--- src/rtl/game_sequencer.sv ---
// Control FSM for the whack-a-mole datapath: start/guess strobes, result timeout, high score.
// Optional lockout after a wrong guess is built when WHACK_PENALTY_EN is defined.
module game_sequencer #(
  parameter int unsigned RESULT_TIMEOUT = 16,
  parameter int unsigned PENALTY_CYCLES = 50000000
) (
  input  logic       clk_i,
  input  logic       rst_i,
  input  logic [7:0] btn_i,
  input  logic       start_i,
  input  logic       guess_correct_i,
  input  logic       guess_wrong_i,
  input  logic       game_over_i,
  input  logic [7:0] score_i,
  output logic       restart_game_o,
  output logic [2:0] user_guess_o,
  output logic       eval_now_o,
  output logic [2:0] state_o,
  output logic       timeout_o,
  output logic [7:0] high_score_o
);

  localparam int unsigned TimeoutW = $clog2(RESULT_TIMEOUT + 1);

  typedef enum logic [2:0] {
    StIdle    = 3'd0,
    StStart   = 3'd1,
    StReady   = 3'd2,
    StWait    = 3'd3,
    StOver    = 3'd4,
    StPenalty = 3'd5
  } state_e;

  state_e              state_q, state_d;
  logic [7:0]          btn_q;
  logic                start_q;
  logic [2:0]          guess_q, guess_d;
  logic                eval_q, eval_d;
  logic                timeout_q, timeout_d;
  logic [TimeoutW-1:0] cnt_q, cnt_d;
  logic [7:0]          hs_q, hs_d;
  logic [7:0]          btn_press;
  logic                start_press;
  logic [2:0]          low_idx;

`ifdef WHACK_PENALTY_EN
  logic [25:0] pen_q, pen_d;
`else
  logic unused_pen;
  assign unused_pen = ^PENALTY_CYCLES;
`endif

  assign btn_press   = btn_i & ~btn_q;
  assign start_press = start_i & ~start_q;

  // Scan from the top so the lowest pressed index is the one left standing.
  always_comb begin
    low_idx = 3'd0;
    for (int k = 7; k >= 0; k--) begin
      if (btn_press[k]) low_idx = 3'(k);
    end
  end

  always_comb begin
    state_d   = state_q;
    guess_d   = guess_q;
    eval_d    = 1'b0;
    timeout_d = 1'b0;
    cnt_d     = '0;
    hs_d      = hs_q;
`ifdef WHACK_PENALTY_EN
    pen_d     = '0;
`endif
    case (state_q)
      StIdle, StOver: begin
        if (start_press) state_d = StStart;
      end
      StStart: state_d = StReady;
      StReady, StWait, StPenalty: begin
        if (start_press) begin
          state_d = StStart;
        end else if (game_over_i) begin
          state_d = StOver;
          if (score_i > hs_q) hs_d = score_i;
        end else if (state_q == StReady) begin
          if (|btn_press) begin
            state_d = StWait;
            eval_d  = 1'b1;
            guess_d = low_idx;
          end
        end else if (state_q == StWait) begin
          if (guess_correct_i) begin
            state_d = StReady;
          end else if (guess_wrong_i) begin
`ifdef WHACK_PENALTY_EN
            state_d = StPenalty;
`else
            state_d = StReady;
`endif
          end else if (32'(cnt_q) + 32'd1 >= RESULT_TIMEOUT) begin
            state_d   = StReady;
            timeout_d = 1'b1;
          end else begin
            cnt_d = (cnt_q == TimeoutW'(RESULT_TIMEOUT)) ? cnt_q : cnt_q + 1'b1;
          end
        end else begin
`ifdef WHACK_PENALTY_EN
          if (32'(pen_q) + 32'd1 >= PENALTY_CYCLES) state_d = StReady;
          else pen_d = pen_q + 26'd1;
`else
          state_d = StReady;
`endif
        end
      end
      default: state_d = StIdle;
    endcase
  end

  always_ff @(posedge clk_i) begin
    if (rst_i) begin
      state_q   <= StIdle;
      btn_q     <= '0;
      start_q   <= 1'b0;
      guess_q   <= '0;
      eval_q    <= 1'b0;
      timeout_q <= 1'b0;
      cnt_q     <= '0;
      hs_q      <= '0;
`ifdef WHACK_PENALTY_EN
      pen_q     <= '0;
`endif
    end else begin
      state_q   <= state_d;
      btn_q     <= btn_i;
      start_q   <= start_i;
      guess_q   <= guess_d;
      eval_q    <= eval_d;
      timeout_q <= timeout_d;
      cnt_q     <= cnt_d;
      hs_q      <= hs_d;
`ifdef WHACK_PENALTY_EN
      pen_q     <= pen_d;
`endif
    end
  end

  assign restart_game_o = (state_q == StStart);
  assign user_guess_o   = guess_q;
  assign eval_now_o     = eval_q;
  assign state_o        = state_q;
  assign timeout_o      = timeout_q;
  assign high_score_o   = hs_q;

endmodule

--- config.mk ---
export PLATFORM = sky130hd
export DESIGN_NAME = game_sequencer
export DESIGN_NICKNAME = d
export VERILOG_FILES = /design/src/rtl/game_sequencer.sv
export SDC_FILE = /design/constraint.sdc
export NUM_CORES = 1
export LEC_CHECK = 0
export ABC_AREA = 1
export CORE_UTILIZATION = 35
export CTS_CLUSTER_DIAMETER = 150
export DETAILED_ROUTE_END_ITERATION = 12
export GPL_TIMING_DRIVEN = 0
export SLEW_MARGIN = 20
export SYNTH_ARGS = -nofsm -noshare
export SYNTH_HDL_FRONTEND = slang
export SYNTH_SLANG_ARGS = --single-unit
--- constraint.sdc ---
create_clock -name clk_i -period 2.2 [get_ports clk_i]
set_input_delay 0.33 -clock clk_i [delete_from_list [all_inputs] [get_ports clk_i]]
set_output_delay 0.33 -clock clk_i [all_outputs]
set_load 0.01 [all_outputs]
== Word level (Yosys, flattened, before mapping) ==
Cells that the tools add are included.
Operators by class
  mux-type cells: 20
  bitwise gates (word level): 9
  eq/ne operators: 9
  add/subtract/negate cells: 2
  reduce and logical (&&, ||, !) cells: 10
  $lt $le $gt $ge: 2
Operators with widths (count)
  2-to-1 mux 3 bit: 17
  OR reduction 8 bit: 2
  one-hot mux 3 bit (3 select lines): 1
  OR reduction 9 bit: 1
  bitwise AND 8 bit: 1
  greater-than comparator 8 bit: 1
  inequality test 8 bit (second input constant): 1
  inverter 8 bit: 1
  adder 5 x 1 -> 6 bit (second input constant): 1
  == test 3 x 2 -> 1 bit (second input constant): 2
  == test 3 bit (second input constant): 2
  greater-or-equal comparator 6 x 5 -> 1 bit (second input constant): 1
  inverter 1 bit: 6
  adder 5 x 1 -> 5 bit (second input constant): 1
  == test 5 bit (second input constant): 1
  inequality test 5 bit (second input constant): 1
  AND reduction 5 bit: 1
  OR reduction 5 bit: 1
  AND reduction 4 bit: 1
  == test 3 x 1 -> 1 bit (second input constant): 1
  zero test 3 bit: 1
  AND reduction 3 bit: 1
  OR reduction 3 bit: 1
  2-to-1 mux 1 bit: 2
  other kinds (3): 3
Storage, ports and cells
  input port bits: 22
  logic and storage cells: 60
  output and inout bits: 17
  register bits: 30

== Longest topological paths before layout ==
  depth in word-level cells: 10
  depth in mapped cells: 11
  gate-level depth less buffers: 11

== Least setup slack after synthesis ==
No wires, ideal clock.
  path type: register to register
  start point: register hs_q[7], in the netlist high_score_o[7]
  end point: register hs_q[3], in the netlist high_score_o[3]
  slack: 0.567 ns
  required time: 2.087 ns
  clock period less this slack: 1.633 ns
  stages on the path, launching flop included: 11
  setup time: 0.113 ns
  buffers on the path: 1
  arrival: 1.519 ns
  cell sequence: dfxtp_1 inv_1 ha_1 nand4_1 inv_1 nand2_1 nand2_1 buf_4 nand3_1 nand2_1 nor2_1
On the way
  word-level cells in the longest chain between the ends: 2
Ends and longest elaborated chain
  from (decl): RTL line 41  | logic [7:0] hs_q, hs_d;
  from (signal assigned): RTL line 140  | hs_q <= hs_d;
  greater-than comparator 8 bit: RTL line 84  | if (score_i > hs_q) hs_d = score_i;
  AND reduction 4 bit (no source line)
No other way between the ends.
A chain may end at the register's enable or synchronous reset.

== Worst setup path in the final report ==
  start point: register state_q[0], in the netlist state_o[0]
  end point: output restart_game_o
On the way
  word-level cells in the longest chain between the ends: 1
Ends and longest elaborated chain
  from (decl): RTL line 34  | state_e state_q, state_d;
  from (signal assigned): RTL line 121  | state_q <= StIdle;
  from (signal assigned): RTL line 133  | state_q <= state_d;
  == test 3 x 1 -> 1 bit: RTL line 147  | assign restart_game_o = (state_q == StStart);
  to (decl): RTL line 15  | output logic restart_game_o,
No other way between the ends.

==> metrics.csv <==
stage,metric,value,unit
cts,cts.reportedPaths.clkPinSlew,0.06,ns
sta,setup_viol,0,
cts,clock_sinks,30,
setup_path,cp_max_fo,4,
floorplan,die_w,71.1,µm
sta,clock.fmax,0.519,GHz
global_routing,grt_pass1_wl,5.58,mm
power,pwr_density_cell,587,nW/µm²
sta,finalCritPeriodShare,0.875,
global_routing,track_usage,0.142,
job,drv_cap,0,
routing,vias,1474,
finish,finalNonFillerCells,337,
global_routing,grt_pass1_vias,1308,
floorplan,die_area,5060,µm²
cts,post-cts-setup-buffers,0,
floorplan,num_rows,24,
routing,ant_nets,0,
cts,cts_buffer_depth,2,
min_path,whs_path_depth,2,
status,status,"complete, but fails checks",
floorplan,core_region_area,4470,µm²
floorplan,die_h,71.1,µm
logic_synthesis,synth-seq-cells,30,
global_routing,antenna_found_initial,0,
sta,period_needed,1.93,ns
sta,maxSlewViolCount,0,
logic_synthesis,yosysWarnings,0,
setup_path,crit_type,reg2out,
power,p_leak,0.999,nW
finish,syn2layout_area_growth,32.1,%
cts,cts_buffers,5,
cts,clockRootBuffer,clkbuf_8,
cts,clock_latency,0.27,ns
placement,dp_hpwl,2.51,mm
sta,grt_setup_unrepaired,no,
logic_synthesis,synth_area_per_cell,6.99,µm²
placement,io_buffers,38,
finish,drive_gt1_frac,0.0912,
power,ir_drop,0.000430,V
logic_synthesis,syn_area,1670,µm²
placement,place_congestion,0.805,
floorplan,initial_core_util,0.374,
setup_path,startpoint_type,flip-flop,
routing,dr.pass1.iters,10,
setup_path,r2r_cells,10,
sta,layout_setup_ws,0.275,ns
logic_synthesis,synth_cells,239,
global_routing,overflow,0,
routing,first_iter_violations,63,
floorplan,io_pins,39,
routing,wirelength,3.17,mm
sta,skew,0.00444,ns
logic_synthesis,synth-edff-count,0,
routing,viasPerCell,4.37,
cts,htree_levels,2,
placement,dp_slack,0.0588,ns
sta,final_hold_viol_count,0,
logic_synthesis,ys_seq_area_frac,0.359,
sta,finalSetupTns,0,ns
logic_synthesis,syn-num-nets,271,
setup_path,critPathRequiredTime,1.87,ns
routing,drc,5,
cts,postCtsHoldBufs,0,
cts,cts_resized,0,
cts,cts_tree,done,
finish,layout.nets,316,
finish,diodes,0,
routing,wl_per_cell,9.41,µm
finish,fillers,471,
placement,dp_cells,329,
setup_path,critical_path_arrival,1.60,ns
global_routing,grt_max_degree,11,
setup_path,cp-end-kind,primary output,
logic_synthesis,synth.distinct_cells,25,
status,violations,design-rule violations,
min_path,hold_path_class,reg2reg,
logic_synthesis,synth_flop_cell,dfxtp_1,
logic_synthesis,async_reset_ff_frac,0,
sta,worst_hold_slack,0.476,ns
-- per-stage QoR --
stage / area, µm² / total power [mW] / util
2_1_floorplan: 1670 / 0.759 / -
3_3_place_gp: 2120 / 0.864 / 0.473
3_5_place_dp: 2120 / 0.866 / 0.473
4_1_cts: 2210 / 1.32 / 0.494
5_1_grt: 2210 / 1.39 / 0.494
6_report: 2210 / 1.30 / 0.494
-- Yosys cell counts (2+ instances only) --
library cell | n | area share
nand2_1 | 54 | 0.12
inv_1 | 49 | 0.11
nor2_1 | 35 | 0.079
dfxtp_1 | 30 | 0.36
nand3_1 | 15 | 0.045
a21oi_1 | 11 | 0.033
ha_1 | 10 | 0.075
a21oi_2 | 8 | 0.042
nand4_1 | 4 | 0.015
nor3_1 | 4 | 0.012
buf_4 | 2 | 0.0090
nand2_2 | 2 | 0.0075
nand3_2 | 2 | 0.012
xor2_1 | 2 | 0.010
-- layout make-up --
cell class              count  area (µm²)  share of cell area
inverters                  49         184              0.0833
clock buffers               7        86.3              0.0391
clock inverters             1        5.00             0.00227
plain buffers               4        38.8              0.0176
repair buffers             38         380               0.172
multi-input cells         156         848               0.384
well taps                  52        65.1              0.0295
flip-flops and latches     30         601               0.272
-- cells in the final DEF (no fill, tap or decap) --
master | netlist | final
a21oi_1 | 11 | 11
a21oi_2 | 8 | 8
a31oi_1 | 1 | 1
buf_12 | 1 | 1
buf_4 | 2 | 2
clkbuf_1 | 1 | 2
clkbuf_8 | 0 | 6
clkdlybuf4s50_1 | 0 | 38
clkinv_2 | 0 | 1
conb_1 | 1 | 1
dfxtp_1 | 30 | 30
ha_1 | 10 | 10
inv_1 | 49 | 49
nand2_1 | 54 | 54
nand2_2 | 2 | 2
nand3_1 | 15 | 15
nand3_2 | 2 | 2
nand3_4 | 1 | 1
nand4_1 | 4 | 4
nor2_1 | 35 | 35
nor2_8 | 1 | 1
nor3_1 | 4 | 4
nor3_2 | 1 | 1
nor3_4 | 1 | 1
o211ai_1 | 1 | 1
o21ai_1 | 1 | 1
o21bai_1 | 1 | 1
xor2_1 | 2 | 2
-- sequential cells by signal (all words and copies together) (netlist names) --
| name | flops |
|---|---|
| eval_now_o | 1 |
| high_score_o | 8 |
| btn_q | 8 |
| timeout_o | 1 |
| state_o | 3 |
| cnt_q | 5 |
| start_q | 1 |
| user_guess_o | 3 |
-- power breakdown --
| part | switching (mW) | internal [mW] | total, mW | leakage [nW] |
|---|---|---|---|---|
| Sequential | 0.0204 | 0.568 | 0.588 | 0.245 |
| Combinational | 0.136 | 0.129 | 0.265 | 0.706 |
| Clock | 0.191 | 0.252 | 0.443 | 0.0482 |
-- logic make-up after synthesis --
logic type,synth area share
simple gates,0.329
xor+xnor,0.0105
compound gates,0.0906
flops,0.359
other cells,0.00224
fa+ha+maj,0.0749
buf+inv,0.133
-- metal layers --
layer  routed length [µm]  track usage  share of wire  vias up
li1                     -            -              -      823
met1                 1600        0.187           0.51      614
met2                 1360        0.214           0.43       33
met3                  150       0.0442          0.047        4
met4                   58       0.0667          0.018        0
met5                    0            0              0        -
-- worst max-delay path, stage by stage, from the launching register on --
cell	delay, ns
dfxtp_1	0.39
inv_1	0.09
nor3_1	0.25
clkdlybuf4s50_1	0.60
-- final timing paths --
check	slack (ns)	endpoint	start
min reg2reg	0.48	user_guess_o[1]	user_guess_o[1]
max reg2reg	0.43	high_score_o[4]	high_score_o[5]
max	0.27	restart_game_o	state_o[0]
min	0.48	user_guess_o[1]	user_guess_o[1]
Note: power is estimated with default switching activity, not from simulation.
